### src/rtl/debug_snapshot_fifo.sv
// debug_snapshot_fifo
// Captures timestamped snapshots of three debug words into a small FIFO on
// each trigger and streams them out as 4-word valid/ready bursts
// (timestamp, debug_1, debug_2, debug_3). When the FIFO is full, triggers are
// dropped and counted in a saturating counter.
// TS_START sets the timestamp value loaded at reset. It is normally 0 and is
// overridden only to exercise counter wrap.
module debug_snapshot_fifo #(
    parameter int          DEPTH    = 8,
    parameter int          DROP_W   = 8,
    parameter logic [31:0] TS_START = 32'h0000_0000
) (
    input  logic                     clk,
    input  logic                     rst,
    input  logic [31:0]              debug_1_i,
    input  logic [31:0]              debug_2_i,
    input  logic [31:0]              debug_3_i,
    input  logic                     trig_i,
    input  logic                     clr_i,
    output logic [31:0]              snap_data_o,
    output logic                     snap_vld_o,
    input  logic                     snap_rdy_i,
    output logic                     snap_last_o,
    output logic [$clog2(DEPTH):0]   level_o,
    output logic                     full_o,
    output logic [DROP_W-1:0]        drop_cnt_o
);

    localparam int PTR_W = $clog2(DEPTH);
    localparam int LVL_W = PTR_W + 1;

    typedef enum logic {
        IDLE = 1'b0,
        SEND = 1'b1
    } state_t;

    state_t              state_r, state_s;
    logic [1:0]          idx_r, idx_s;
    logic [31:0]         ts_r;
    logic [PTR_W-1:0]    wr_ptr_r, rd_ptr_r;
    logic [LVL_W-1:0]    level_r, level_s;
    logic                full_r;
    logic [DROP_W-1:0]   drop_r;
    logic [127:0]        mem_r [DEPTH];
    logic [31:0]         data_r, data_s;
    logic                vld_r, vld_s;
    logic                last_r, last_s;

    logic                hs_s;
    logic                pop_s;
    logic                accept_s;
    logic                drop_inc_s;
    logic                bypass_s;
    logic [PTR_W-1:0]    head_ptr_s;
    logic [127:0]        cap_snap_s;
    logic [127:0]        head_snap_s;

    // Select one 32-bit word of a snapshot: 0 = timestamp ... 3 = debug_3.
    function automatic logic [31:0] word_sel(input logic [127:0] snap, input logic [1:0] idx);
        logic [31:0] w;
        case (idx)
            2'd0:    w = snap[127:96];
            2'd1:    w = snap[95:64];
            2'd2:    w = snap[63:32];
            2'd3:    w = snap[31:0];
            default: w = 32'h0000_0000;
        endcase
        return w;
    endfunction

    assign snap_data_o = data_r;
    assign snap_vld_o  = vld_r;
    assign snap_last_o = last_r;
    assign level_o     = level_r;
    assign full_o      = full_r;
    assign drop_cnt_o  = drop_r;

    assign cap_snap_s = {ts_r, debug_1_i, debug_2_i, debug_3_i};

    // Handshake, capture acceptance and drop decisions for this cycle.
    always_comb begin
        hs_s       = vld_r && snap_rdy_i;
        pop_s      = hs_s && last_r;
        accept_s   = trig_i && !clr_i && (!full_r || pop_s);
        drop_inc_s = trig_i && !clr_i && !accept_s;
    end

    // Next snapshot count: a capture and a final-word pop cancel each other out.
    always_comb begin
        level_s = level_r;
        if (clr_i) begin
            level_s = '0;
        end else if (accept_s && !pop_s) begin
            level_s = level_r + LVL_W'(1);
        end else if (!accept_s && pop_s) begin
            level_s = level_r - LVL_W'(1);
        end else begin
            level_s = level_r;
        end
    end

    // Output FSM next state: walks word_idx 0..3 per snapshot, chaining snapshots without a gap.
    always_comb begin
        state_s = state_r;
        idx_s   = idx_r;
        if (clr_i) begin
            state_s = IDLE;
            idx_s   = 2'd0;
        end else begin
            case (state_r)
                IDLE: begin
                    idx_s = 2'd0;
                    if (accept_s) begin
                        state_s = SEND;
                    end else begin
                        state_s = IDLE;
                    end
                end
                SEND: begin
                    if (hs_s) begin
                        if (idx_r == 2'd3) begin
                            idx_s = 2'd0;
                            if (level_s != '0) begin
                                state_s = SEND;
                            end else begin
                                state_s = IDLE;
                            end
                        end else begin
                            state_s = SEND;
                            idx_s   = idx_r + 2'd1;
                        end
                    end else begin
                        state_s = SEND;
                        idx_s   = idx_r;
                    end
                end
                default: begin
                    state_s = IDLE;
                    idx_s   = 2'd0;
                end
            endcase
        end
    end

    // Next stream word. When the next head is the snapshot being written in this
    // cycle, it is taken straight from the inputs so that word 0 appears one cycle after the trigger.
    always_comb begin
        head_ptr_s = pop_s ? (rd_ptr_r + PTR_W'(1)) : rd_ptr_r;
        bypass_s   = accept_s && ((level_r == '0) || ((level_r == LVL_W'(1)) && pop_s));
        if (bypass_s) begin
            head_snap_s = cap_snap_s;
        end else begin
            head_snap_s = mem_r[head_ptr_s];
        end
        vld_s  = (state_s == SEND);
        last_s = vld_s && (idx_s == 2'd3);
        if (vld_s) begin
            data_s = word_sel(head_snap_s, idx_s);
        end else begin
            data_s = 32'h0000_0000;
        end
    end

    // Free-running timestamp. Only reset affects it; clear does not.
    always_ff @(posedge clk) begin
        if (rst) begin
            ts_r <= TS_START;
        end else begin
            ts_r <= ts_r + 32'd1;
        end
    end

    // Control state, pointers, counters and registered stream outputs.
    always_ff @(posedge clk) begin
        if (rst) begin
            state_r  <= IDLE;
            idx_r    <= 2'd0;
            level_r  <= '0;
            full_r   <= 1'b0;
            wr_ptr_r <= '0;
            rd_ptr_r <= '0;
            drop_r   <= '0;
            data_r   <= 32'h0000_0000;
            vld_r    <= 1'b0;
            last_r   <= 1'b0;
        end else begin
            state_r <= state_s;
            idx_r   <= idx_s;
            level_r <= level_s;
            full_r  <= (level_s == LVL_W'(DEPTH));
            data_r  <= data_s;
            vld_r   <= vld_s;
            last_r  <= last_s;
            if (clr_i) begin
                wr_ptr_r <= '0;
                rd_ptr_r <= '0;
                drop_r   <= '0;
            end else begin
                if (accept_s) begin
                    wr_ptr_r <= wr_ptr_r + PTR_W'(1);
                end
                if (pop_s) begin
                    rd_ptr_r <= rd_ptr_r + PTR_W'(1);
                end
                if (drop_inc_s && (drop_r != {DROP_W{1'b1}})) begin
                    drop_r <= drop_r + DROP_W'(1);
                end
            end
        end
    end

    // Snapshot storage. It needs no reset because the pointers define which entries are valid.
    always_ff @(posedge clk) begin
        if (accept_s) begin
            mem_r[wr_ptr_r] <= cap_snap_s;
        end
    end

endmodule
### config.mk
export PLATFORM = sky130hd
export DESIGN_NAME = debug_snapshot_fifo
export DESIGN_NICKNAME = d
export VERILOG_FILES = /design/src/rtl/debug_snapshot_fifo.sv
export SDC_FILE = /design/constraint.sdc
export NUM_CORES = 1
export LEC_CHECK = 0
export ABC_AREA = 1
export BUFFER_PORTS_ARGS = -buffer_cell sky130_fd_sc_hd__buf_4
export CAP_MARGIN = 20
export CORE_MARGIN = 1.5
export CORE_UTILIZATION = 40
export CTS_BUF_LIST = sky130_fd_sc_hd__clkbuf_8
export DETAILED_ROUTE_END_ITERATION = 16
export PLACE_DENSITY = 0.61
export SLEW_MARGIN = 20
export SYNTH_ARGS = -nofsm -noshare
export SYNTH_HDL_FRONTEND = slang
export SYNTH_SLANG_ARGS = --single-unit
### constraint.sdc
create_clock -name clk -period 7.3 [get_ports clk]
set_input_delay 0.365 -clock clk [delete_from_list [all_inputs] [get_ports clk]]
set_output_delay 0.365 -clock clk [all_outputs]
set_load 0.05 [all_outputs]
; ---- Word-level counts from Yosys, hierarchy flattened
; Memory sizes are Yosys's and may differ from the RTL's.
; Cells that the tools add are included.
[classes]
n_mux = 17
n_addsub = 7
eq_ne = 7
bitwise_logic = 2
reduce_logical = 22
[ops]
columns = operator, count
row1 = 128-bit two-way mux, 1
row2 = 32-bit one-hot mux with 4 select lines, 1
row3 = 32-bit by 1-bit adder with 32-bit output (second input constant), 1
row4 = 4-bit two-way mux, 3
row5 = 1-bit logical AND, 11
row6 = 8-bit by 1-bit adder with 8-bit output (second input constant), 1
row7 = 8-bit inequality test (second input constant), 1
row8 = 3-bit by 1-bit adder with 3-bit output (second input constant), 2
row9 = 2-bit equality test (second input constant), 3
row10 = 1-bit two-way mux, 6
row11 = 2-bit two-way mux, 3
row12 = 4-bit by 1-bit adder with 4-bit output (second input constant), 1
row13 = 4-bit by 1-bit equality test with 1-bit output (second input constant), 1
row14 = 4-bit equality test (second input constant), 1
row15 = 1-bit logical NOT, 4
row16 = 4-bit logical NOT, 1
row17 = 2-bit one-hot mux with 2 select lines, 1
row18 = 4-bit nonzero test, 1
row19 = 2-bit OR reduction, 2
row20 = 4-bit by 1-bit subtractor with 4-bit output (second input constant), 1
row21 = 3-bit two-way mux, 1
row22 = 2-bit by 1-bit adder with 2-bit output (second input constant), 1
row23 = 2-bit by 1-bit equality test with 1-bit output (second input constant), 1
row24 = 2-bit logical NOT, 1
row25 = other kinds (3), 5
[word_totals]
ramBits = 1024
inputBits = 101
n_memories = 1
regBits = 87
[mem_list]
columns = memory, words, word_bits, rd, rd_clocked_by_memory_dff, write_ports, line
row1 = mem_r, 8, 128, 1, 0, 1, 44  ; logic [127:0] mem_r [DEPTH];

; ---- Depth between registers and ports, before layout
[depth]
ltp_word = 17
depth_mapped = 14
depth_no_buf = 12

; ---- Worst setup path after synthesis
; OpenSTA, ideal clock, no wires.
[synth_timing]
path_kind = register -> register
startpoint = reg vld_r (netlist: snap_vld_o)
endpoint = mem mem_r[0][0] (enable)
slack_ns = -0.088
arrival_ns = 6.771
stages_incl_launch_ff = 7
synth_period_minus_slack_ns = 7.388
path_buffers = 0
path_cell_list = dfxtp_1 nand3_2 nand2_1 nand2_1 inv_2 nand2_1 nor2_1
[synth_between]
elab_chain_cells = 6
[synth_rtl]
columns = item, line
row1 = from (decl), 46  ; logic vld_r, vld_s;
row2 = from (signal assigned), 192  ; vld_r <= vld_s;
row3 = 1-bit logical AND, 82  ; hs_s = vld_r && snap_rdy_i;
row4 = 1-bit logical AND, 83  ; pop_s = hs_s && last_r;
row5 = 1-bit logical OR, 84  ; accept_s = trig_i && !clr_i && (!full_r || pop_s);
row6 = 1-bit logical AND, 84
row7 = 1-bit two-way mux, 214  ; if (accept_s) begin
row8 = 1-bit two-way mux (not written as such), 215  ; mem_r[wr_ptr_r] <= cap_snap_s;
row9 = to (decl), 44
; No other way between the ends.

; ---- Worst setup path after layout
[layout_timing]
startpoint = reg vld_r (netlist: snap_vld_o)
endpoint = mem mem_r[0][37] (enable)
; Same word-level chain as after synthesis.

==> results.tsv <==
metric	value	unit
grt.overflow.total	0	
grt_first_pass_wirelength	192000	microns
synth_top_cell_area_share	67.0	%
status	finished clean	
cts_tree	built	
most-common-layout-cells	1230 x nand2_1, 1024 x edfxtp_1, 861 x nand3_1, 302 x inv_1, 197 x clkbuf_8	
final_nets	4459	
totalWireLength	128000	microns
final_cells	6011	
synth_area_leaders	edfxtp_1 67%, nand2_1 10%, nand3_1 9.4%	
gp_congestion	0.782	
synth-edff-count	1024	
fin_skew	47.4	ps
ys.flop_type	edfxtp_1	
max_slew_margin	27.0	%
drv_slew	0	
p_leak	19.6	nW
drive_gt1_share	10.4	%
period_needed	3630	ps
layout_commonest_cell	nand2_1	
drt_iter0_drc	2997	
ios	148	
antenna_found_initial	9	
p_clk_share	40.4	%
start_kind	flop	
internal_power	0.00968	W
cts_setup_buffers	0	
drc	0	
design_area	0.0528	sq mm
hold_class	primary input to flop	
holdBufCountCts	100	
start_util	40.3	%
p_comb_share	3.2	%
whs	115	ps
layout_worst_path_cycle_share	49.7	%
worstMarginPinSlew	1100	ps
cp.required	7720	ps
path_delay_family	simple AND/OR/NAND/NOR gates	
area_delta_synth_final	15.0	%
p_sw	0.00273	W
max_stage_delay	910	ps
seq_area_frac_synth	70.7	%
ant_nets	0	
coreArea	0.114	sq mm
synthMuxAreaShare	0	%
hold_depth	6	
switching_share	22.0	%
firstDrtPassIters	6	
ys_warn_count	0	
synth_cell_types	36	
grt_util_all_layers	21.7	%
synth_compound_area_share	3.12	%
rsz0062_at_grt	no	
dp_hpwl	65800	microns
ir_drop	175	uV
postPlaceCellArea	0.0485	sq mm
cts-root-buf	clkbuf_8	
syn_avg_cell_area	11.1	sq um
arrival	4050	ps
finalHoldViolCount	0	
cap_violations	0	
fill_cells	10293	
critPathKind	flop to flop	
syn_area	0.0459	sq mm
slowest_stage	buf_4	
cts_buffer_depth	3	
design.die.area	0.117	sq mm
row_count	124	
chipWidth	342	microns
cts_buffers	181	
chipHeight	342	microns
synth_area_leader_cell	edfxtp_1	
h-tree-depth	4	
dp_cells	5578	
synth_nets	4232	
path_clk_slew	60	ps
path_max_fanout	55	
synth_top_family_by_area	simple AND/OR/NAND/NOR gates	
ctsResizeCount	0	
vias	31737	
ys_seq_elements	1111	
clk_latency	850	ps
fmax	276	MHz
wl_per_cell	21.3	microns
setup-violations-final	0	
vias_per_cell	5.28	
worst_path_most_repeated_cell	nand2_1	
critPathCaptureType	flop	
portBuffers	147	
synthSimpleGateAreaFrac	21.5	%
crit_buf_inv	2	
clkSinkCount	1111	
synth_cells	4122	
worst-r2r-cell-count	7	
worst-path-stages	7	
grt_pass1_vias	30375	
grt_max_degree	217	
async_flop_share	0	%
cp_cell_sequence	nand3_2, nand2_1, nand2_1, inv_2, nand2_1, nor2_4, buf_4	
power_frac_seq	56.5	%
synth_xor_area_share	0.169	%
p_per_area	235	mW/mm^2
yosys.area_share.adder	0.245	%
==> registers in the layout, indices dropped and copies added (netlist names), 2 cells and up <==
signal / flops
drop_cnt_o: 8
idx_r: 2
level_o: 4
mem_r: 1024
rd_ptr_r: 3
snap_data_o: 32
ts_r: 32
wr_ptr_r: 3
==> layout make-up <==
class                   instances  area (sq um)  area share, %
diodes                          4          10.0         0.0189
clock buffers                 197          2710           5.13
clock inverters               132           632           1.20
inverters                     223           837           1.58
multi-input cells            2542         11700           22.1
flip-flops and latches       1111         32500           61.5
well taps                    1512          1890           3.58
repair buffers                290          2590           4.90
==> through the flow <==
stage / power (W) / util [%] / setup WS, ps / TNS [ps]
2_1_floorplan: 0.00731 / - / -87.6 / -44860
3_3_place_gp: 0.00748 / 42.5 / 3730 / 0
3_5_place_dp: 0.00748 / 42.5 / 3670 / 0
4_1_cts: 0.0125 / 46.3 / 3620 / 0
5_1_grt: 0.0128 / 46.3 / 3420 / 0
6_report: 0.0124 / 46.3 / 3670 / 0
==> Yosys cell counts, drive strengths merged (9+ instances only) <==
cell type and number:
nand4 9, nor3 21, o21ai 92, a21oi 32, dfxtp 87, inv 223, nand2 1235, ha 9
edfxtp 1024, o211ai 96, clkbuf 86, nand3 862, or2 34, nor2 126, buf 160
==> power groups by stage <==
stage	registers [W]	clock network [W]	logic, W
2_1_floorplan	0.00716	0	0.000146
3_3_place_gp	0.00714	0	0.000335
3_5_place_dp	0.00714	0	0.000340
4_1_cts	0.00701	0.00511	0.000395
5_1_grt	0.00701	0.00537	0.000430
6_report	0.00701	0.00501	0.000396
==> tightest hold or removal path, stage by stage <==
cell	delay, ps
buf_4	130
nand2_2	110
inv_1	80
nand3_1	80
nor2_1	50
nor2_2	90
==> cell families (layout without fill, tap and decap cells) <==
kind of cell | after synthesis | in the layout
other | 0 | 4
xor gates and xnor gates | 8 | 8
adders and majority gates | 9 | 9
AOI/OAI and AO/OA | 231 | 231
and+or+nand+nor | 2294 | 2294
DFF | 1111 | 1111
buffers and inverters | 469 | 842
==> layer usage <==
metal	global-route usage (%)	share of wire (%)	vias up
li1	-	-	14831
met3	3.21	6.7	219
met1	31.1	44	15521
met5	0	0.021	-
met2	33.4	46	1162
met4	8.14	3.1	4
==> worst paths after layout <==
kind | startpoint | end | slack, ps
max | snap_vld_o | mem_r[0][37] | 3670
max reg2reg | snap_vld_o | mem_r[0][37] | 3670
min reg2reg | drop_cnt_o[4] | drop_cnt_o[4] | 480
min | snap_rdy_i | snap_vld_o | 120
Note: power is estimated with default switching activity, not from simulation.
